<file path="src/rtl/segdigits_to_bin_pkg.sv">
// Shared widths, seven-segment digit constants, FSM states and helpers for segdigits_to_bin.
package segdigits_to_bin_pkg;

    localparam int unsigned SEG_W      = 7;
    localparam int unsigned DIGIT_W    = 4;
    localparam int unsigned BIN_W      = 7;
    localparam int unsigned TMP_W      = 11;
    localparam int unsigned CNT_W      = 2;
    localparam int unsigned MAX_DIGITS = 3;
    localparam int unsigned MAX_VALUE  = 127;

    // Segment patterns, bit 6 = a ... bit 0 = g (same order as the binary-to-display decoder)
    localparam logic [SEG_W-1:0] SEG_ZERO  = 7'b1111110;
    localparam logic [SEG_W-1:0] SEG_ONE   = 7'b0110000;
    localparam logic [SEG_W-1:0] SEG_TWO   = 7'b1101101;
    localparam logic [SEG_W-1:0] SEG_THREE = 7'b1111001;
    localparam logic [SEG_W-1:0] SEG_FOUR  = 7'b0110011;
    localparam logic [SEG_W-1:0] SEG_FIVE  = 7'b1011011;
    localparam logic [SEG_W-1:0] SEG_SIX   = 7'b0011111;
    localparam logic [SEG_W-1:0] SEG_SEVEN = 7'b1110000;
    localparam logic [SEG_W-1:0] SEG_EIGHT = 7'b1111111;
    localparam logic [SEG_W-1:0] SEG_NINE  = 7'b1110011;

    typedef enum logic [2:0] {
        ST_IDLE  = 3'd0,
        ST_ENTRY = 3'd1,
        ST_MUL   = 3'd2,
        ST_ADD   = 3'd3,
        ST_DONE  = 3'd4,
        ST_ERR   = 3'd5
    } state_t;

    // Decoded digit payload from the segment decoder
    typedef struct packed {
        logic               invalid;
        logic [DIGIT_W-1:0] value;
    } seg_digit_t;

    // acc * 10 built from two shifts so no multiplier is inferred
    function automatic logic [TMP_W-1:0] times_ten(input logic [BIN_W-1:0] a);
        return (TMP_W'(a) << 3) + (TMP_W'(a) << 1);
    endfunction

endpackage

</file>
<file path="src/rtl/segdigits_to_bin_seg7_to_digit.sv">
// Combinational seven-segment pattern to decimal digit decoder with invalid flag.
module seg7_to_digit
    import segdigits_to_bin_pkg::*;
(
    input  logic [SEG_W-1:0] segments,
    output seg_digit_t       decoded_c
);

    // Exact match against the ten legal patterns; anything else is invalid
    always_comb begin
        decoded_c.value   = '0;
        decoded_c.invalid = 1'b0;
        case (segments)
            SEG_ZERO:  decoded_c.value = DIGIT_W'(0);
            SEG_ONE:   decoded_c.value = DIGIT_W'(1);
            SEG_TWO:   decoded_c.value = DIGIT_W'(2);
            SEG_THREE: decoded_c.value = DIGIT_W'(3);
            SEG_FOUR:  decoded_c.value = DIGIT_W'(4);
            SEG_FIVE:  decoded_c.value = DIGIT_W'(5);
            SEG_SIX:   decoded_c.value = DIGIT_W'(6);
            SEG_SEVEN: decoded_c.value = DIGIT_W'(7);
            SEG_EIGHT: decoded_c.value = DIGIT_W'(8);
            SEG_NINE:  decoded_c.value = DIGIT_W'(9);
            default:   decoded_c.invalid = 1'b1;
        endcase
    end

endmodule

</file>
<file path="src/rtl/segdigits_to_bin.sv">
// Sequential decimal-entry decoder: up to three seven-segment digits, MSD first, into a 7-bit value.
module segdigits_to_bin
    import segdigits_to_bin_pkg::*;
(
    input  logic             clock,
    input  logic             reset_n,
    input  logic [SEG_W-1:0] segments,
    input  logic             digit_valid,
    output logic             digit_ready,
    input  logic             enter,
    input  logic             clear,
    output logic [BIN_W-1:0] bin,
    output logic             bin_valid,
    output logic             error,
    output logic [CNT_W-1:0] digit_count
);

    state_t               state, state_d;
    logic [BIN_W-1:0]     acc, acc_d;
    logic [CNT_W-1:0]     cnt, cnt_d;
    logic [DIGIT_W-1:0]   digit, digit_d;
    logic [TMP_W-1:0]     tmp, tmp_d;

    logic [BIN_W-1:0]     bin_d;
    logic                 bin_valid_d;
    logic                 error_d;
    logic                 digit_ready_d;

    seg_digit_t           decoded_c;
    logic                 can_take_c;
    logic                 accept_c;
    logic [TMP_W-1:0]     sum_c;

    seg7_to_digit u_dec (
        .segments  (segments),
        .decoded_c (decoded_c)
    );

    // Handshake and datapath terms shared by the next-state logic
    always_comb begin
        can_take_c = (state == ST_IDLE) ||
                     ((state == ST_ENTRY) && (cnt < CNT_W'(MAX_DIGITS)));
        accept_c   = digit_valid && can_take_c;
        sum_c      = tmp + TMP_W'(digit);
    end

    // Next-state and next-output logic; clear beats digit acceptance beats enter
    always_comb begin
        state_d = state;
        acc_d   = acc;
        cnt_d   = cnt;
        digit_d = digit;
        tmp_d   = tmp;

        if (clear) begin
            state_d = ST_IDLE;
            acc_d   = '0;
            cnt_d   = '0;
        end else begin
            case (state)
                ST_IDLE, ST_ENTRY: begin
                    if (accept_c) begin
                        if (decoded_c.invalid) begin
                            state_d = ST_ERR;
                        end else begin
                            digit_d = decoded_c.value;
                            state_d = ST_MUL;
                        end
                    end else if ((state == ST_ENTRY) && enter && (cnt != '0)) begin
                        state_d = ST_DONE;
                    end
                end
                ST_MUL: begin
                    tmp_d   = times_ten(acc);
                    state_d = ST_ADD;
                end
                ST_ADD: begin
                    if (sum_c > TMP_W'(MAX_VALUE)) begin
                        state_d = ST_ERR;
                    end else begin
                        acc_d   = BIN_W'(sum_c);
                        cnt_d   = cnt + CNT_W'(1);
                        state_d = ST_ENTRY;
                    end
                end
                ST_DONE, ST_ERR: begin
                    state_d = state;
                end
                default: begin
                    state_d = ST_IDLE;
                    acc_d   = '0;
                    cnt_d   = '0;
                end
            endcase
        end

        // Outputs are decoded from the next state so they land in registers
        bin_d         = (state_d == ST_ERR) ? '0 : acc_d;
        bin_valid_d   = (state_d == ST_DONE);
        error_d       = (state_d == ST_ERR);
        digit_ready_d = (state_d == ST_IDLE) ||
                        ((state_d == ST_ENTRY) && (cnt_d < CNT_W'(MAX_DIGITS)));
    end

    // State, datapath and output registers
    always_ff @(posedge clock or negedge reset_n) begin
        if (!reset_n) begin
            state       <= ST_IDLE;
            acc         <= '0;
            cnt         <= '0;
            digit       <= '0;
            tmp         <= '0;
            bin         <= '0;
            bin_valid   <= 1'b0;
            error       <= 1'b0;
            digit_count <= '0;
            digit_ready <= 1'b1;
        end else begin
            state       <= state_d;
            acc         <= acc_d;
            cnt         <= cnt_d;
            digit       <= digit_d;
            tmp         <= tmp_d;
            bin         <= bin_d;
            bin_valid   <= bin_valid_d;
            error       <= error_d;
            digit_count <= cnt_d;
            digit_ready <= digit_ready_d;
        end
    end

endmodule

</file>
<file path="config.mk">
export PLATFORM = sky130hd
export DESIGN_NAME = segdigits_to_bin
export DESIGN_NICKNAME = d
export VERILOG_FILES = /design/src/rtl/segdigits_to_bin_pkg.sv /design/src/rtl/segdigits_to_bin_seg7_to_digit.sv /design/src/rtl/segdigits_to_bin.sv
export SDC_FILE = /design/constraint.sdc
export NUM_CORES = 1
export LEC_CHECK = 0
export CAP_MARGIN = 15
export CORE_MARGIN = 2
export CORE_UTILIZATION = 60
export CTS_CLUSTER_DIAMETER = 60
export DETAILED_ROUTE_END_ITERATION = 16
export GPL_TIMING_DRIVEN = 0
export PLACE_DENSITY = 0.84
export SLEW_MARGIN = 20
export SYNTH_ARGS = -nofsm -noshare
export SYNTH_HDL_FRONTEND = slang
export SYNTH_SLANG_ARGS = --single-unit
</file>
<file path="constraint.sdc">
create_clock -name clock -period 4.4 [get_ports clock]
set_clock_uncertainty 0.2 [all_clocks]
set_input_delay 0.88 -clock clock [delete_from_list [all_inputs] [get_ports clock]]
set_output_delay 0.88 -clock clock [all_outputs]
set_load 0.02 [all_outputs]
</file>
==> metrics <==
result of the run=completed; dominant cell by count in the synthesized netlist=dfrtp_1; clock root buffer=clkbuf_8; number of buffers created by CTS=5; first-pass iteration count of the detailed router=4; Vert. Die Dim=between 60 and 70 um; final number of setup-violating endpoints=0; cell taking the most area after synthesis=dfrtp_1; count of warnings emitted by yosys=0; worst-path maximum fanout=7; path type of the worst min-delay path=in -> async; setup slack on the worst flop-to-flop path=approximately 1500 ps; sum of overflow across all layers after global routing=0; Final Hold Slack=around 260 ps; clock latency of the later-clocked register in the worst-skew pair=roughly 290 ps; power density normalized to cell area=between 200 and 300 mW/mm2; final weighted congestion in routability-driven placement=0.865; syn_nets=between 200 and 250; most area-consuming cells after synthesis=dfrtp_1 40%, ha_1 5.6%, nand2_1 3.4%; # Max-Cap Violations=0; P_leak=roughly 1.2 nW; mean post-synth cell area=approximately 10 um2; number of synthesized flops with an enable pin=0; Final min period=3100 ps; vias per std cell=between 5 and 6; hold buffer count at cts=0; data required time at the worst endpoint=~4400 ps; endpoints failing hold=0; synthesis-stage register bit count=36; number of instances in the placed design=between 200 and 300; Total Nets Final=between 200 and 300; wire length of the first global-routing pass=7090 um; Total Die Area=about 0.0042 mm2; unrepaired setup endpoints after global routing=false; total negative slack for setup checks=0 ps; count of placed standard cells in the final layout, fillers left out=approximately 290; DRC Markers=0; number of gates resized after cts=0; wire length reported by the detailed router=roughly 4100 um; final cell utilization of the core=a little under three quarters; global routing usage summed across all routing layers=roughly 22%; total via count after detailed routing=1,631; combined area of the multi-input logic cells=about 0.0012 mm2; number of fillers in the final layout=288; Worst-Margin Slew=550 ps; total standard cell area after synthesis=0.00222 mm2; Netlist cell types=56; Worst Setup Start Kind=input port; area share of the leading cell type in the synthesized netlist=between 30% and 40%; final cell area excluding filler cells=0.00256 mm2; starting density of the core=61.5%; Detailed Place HPWL=between 3000 and 4000 um; endpoint kind of the worst setup timing path=flip-flop; Syn-to-layout area delta=15.8%; Port Buf Inserts=18; starting DRC count in detailed routing=79; row cnt=22; worst rel slew slack=63.0%; placed instance area=~0.0025 mm2; maximum resistive drop on vdd=between 0.15 and 0.2 mV; clock-pin slew on the worst setup and hold paths=~70 ps; Syn Inst Count=around 220; area taken by flip-flops and latches=roughly 900 um2; fraction of synthesis flops using an asynchronous set or reset pin=between 90% and 100%; via count of the first global-routing pass=approximately 1,500; Post-DRT Antenna Nets=0; Die Span X=between 60 and 70 um; fraction of the yosys area taken by sequential cells=between 40% and 50%; Core ar.=about 0.0036 mm2; max-slew violations=0; Tcrit/Tclk final=70.4%; total number of H-tree levels=2; TritonCTS clock tree=done; ratio of cells with drive above 1 in the final layout=between 15 and 20%; main flop type after synthesis=dfrtp_1; largest buffer count on any clock path=2; critical setup path kind=in -> reg; maximum clock frequency=approximately 320 MHz; antenna violations before repair=0; commonest cells in the netlist=35 x dfrtp_1, 20 x nand2_1, 11 x o21ai_0; WL/cell=14.1 um; number of top-level design ports=24; Antenna Cells=0; data arrival time of the critical path=3080 ps; setup repair bufs after CTS=0; number of clock sinks seen by CTS=36; largest net degree at the start of global routing=26
placed cells by master, fill, tap and decap left out, drive strengths merged, types with 10 or more instances in the layout:
cell type      synthesis  final
dfrtp                 35     35
nand2                 21     21
clkdlybuf4s50          0     17
o21ai                 13     13
a21oi                 13     13
nor2                  11     11
ha                    10     10
clkbuf                 3     10
state kept, by name, indices dropped and copies added (netlist names):
name,flops
acc,7
cnt,2
digit_ready,1
bin,7
state,3
digit,4
bin_valid,1
tmp,10
error,1
critical path, stage by stage:
cell             delay, ps
clkdlybuf4s50_1        620
nand2_2                130
or4b_4                 510
nor3b_2                300
o21ai_2                140
nor2_4                 160
mux2_1                 330
cells by family after synthesis:
kind of cell	after synthesis	share of synthesized area, %
AOI/OAI and AO/OA	60	20.8
xor gates and xnor gates	12	4.74
adders and majority gates	12	7.45
buffers and inverters	19	4.40
DFF	36	40.7
muxes	8	3.90
and+or+nand+nor	72	18.0
per-stage QoR:
step | power [W] | setup WS [ps]
CTS | 0.000691 | 1310
global route | 0.000715 | 1200
global placement | 0.000442 | 1020
floorplan | 0.000411 | 1660
finish | 0.000684 | 1300
detailed placement | 0.000446 | 1000
layout make-up:
cell class	count	share of cell area [%]
Multi-Input combinational cell	164	47.4
Sequential cell	36	35.2
Timing Repair Buffer	19	7.61
Clock buffer	7	3.37
Buffer	10	2.49
Tap cell	48	2.34
Inverter	9	1.32
Clock inverter	1	0.293
power breakdown:
group / internal [W] / switching, W
clock: 0.000127 / 0.000119
sequential: 0.000341 / 0.00000995
combinational: 0.0000369 / 0.0000507
path summary, 6_finish.rpt:
path / startpoint / end / cells past startpoint
max in group asynchronous: reset_n / digit_ready$_DFF_PN1_ / 2
min reg2reg: digit[0]$_DFFE_PN0P_ / digit[0]$_DFFE_PN0P_ / 1
min in group clock: digit[0]$_DFFE_PN0P_ / digit[0]$_DFFE_PN0P_ / 1
max reg2reg: digit[1]$_DFFE_PN0P_ / bin[3]$_DFF_PN0_ / 9
max: segments[0] / digit[3]$_DFFE_PN0P_ / 7
min: reset_n / bin[1]$_DFF_PN0_ / 1
metal layers:
layer,GRT usage (%),up-vias,wire length (um),share of wire [%]
met2,35.1,22,1960,47
li1,-,826,-,-
met1,29.7,774,1970,48
met5,0,-,0,0
met3,5.38,9,106,2.6
met4,8.78,0,93,2.3
Note: power is estimated with default switching activity, not from simulation.
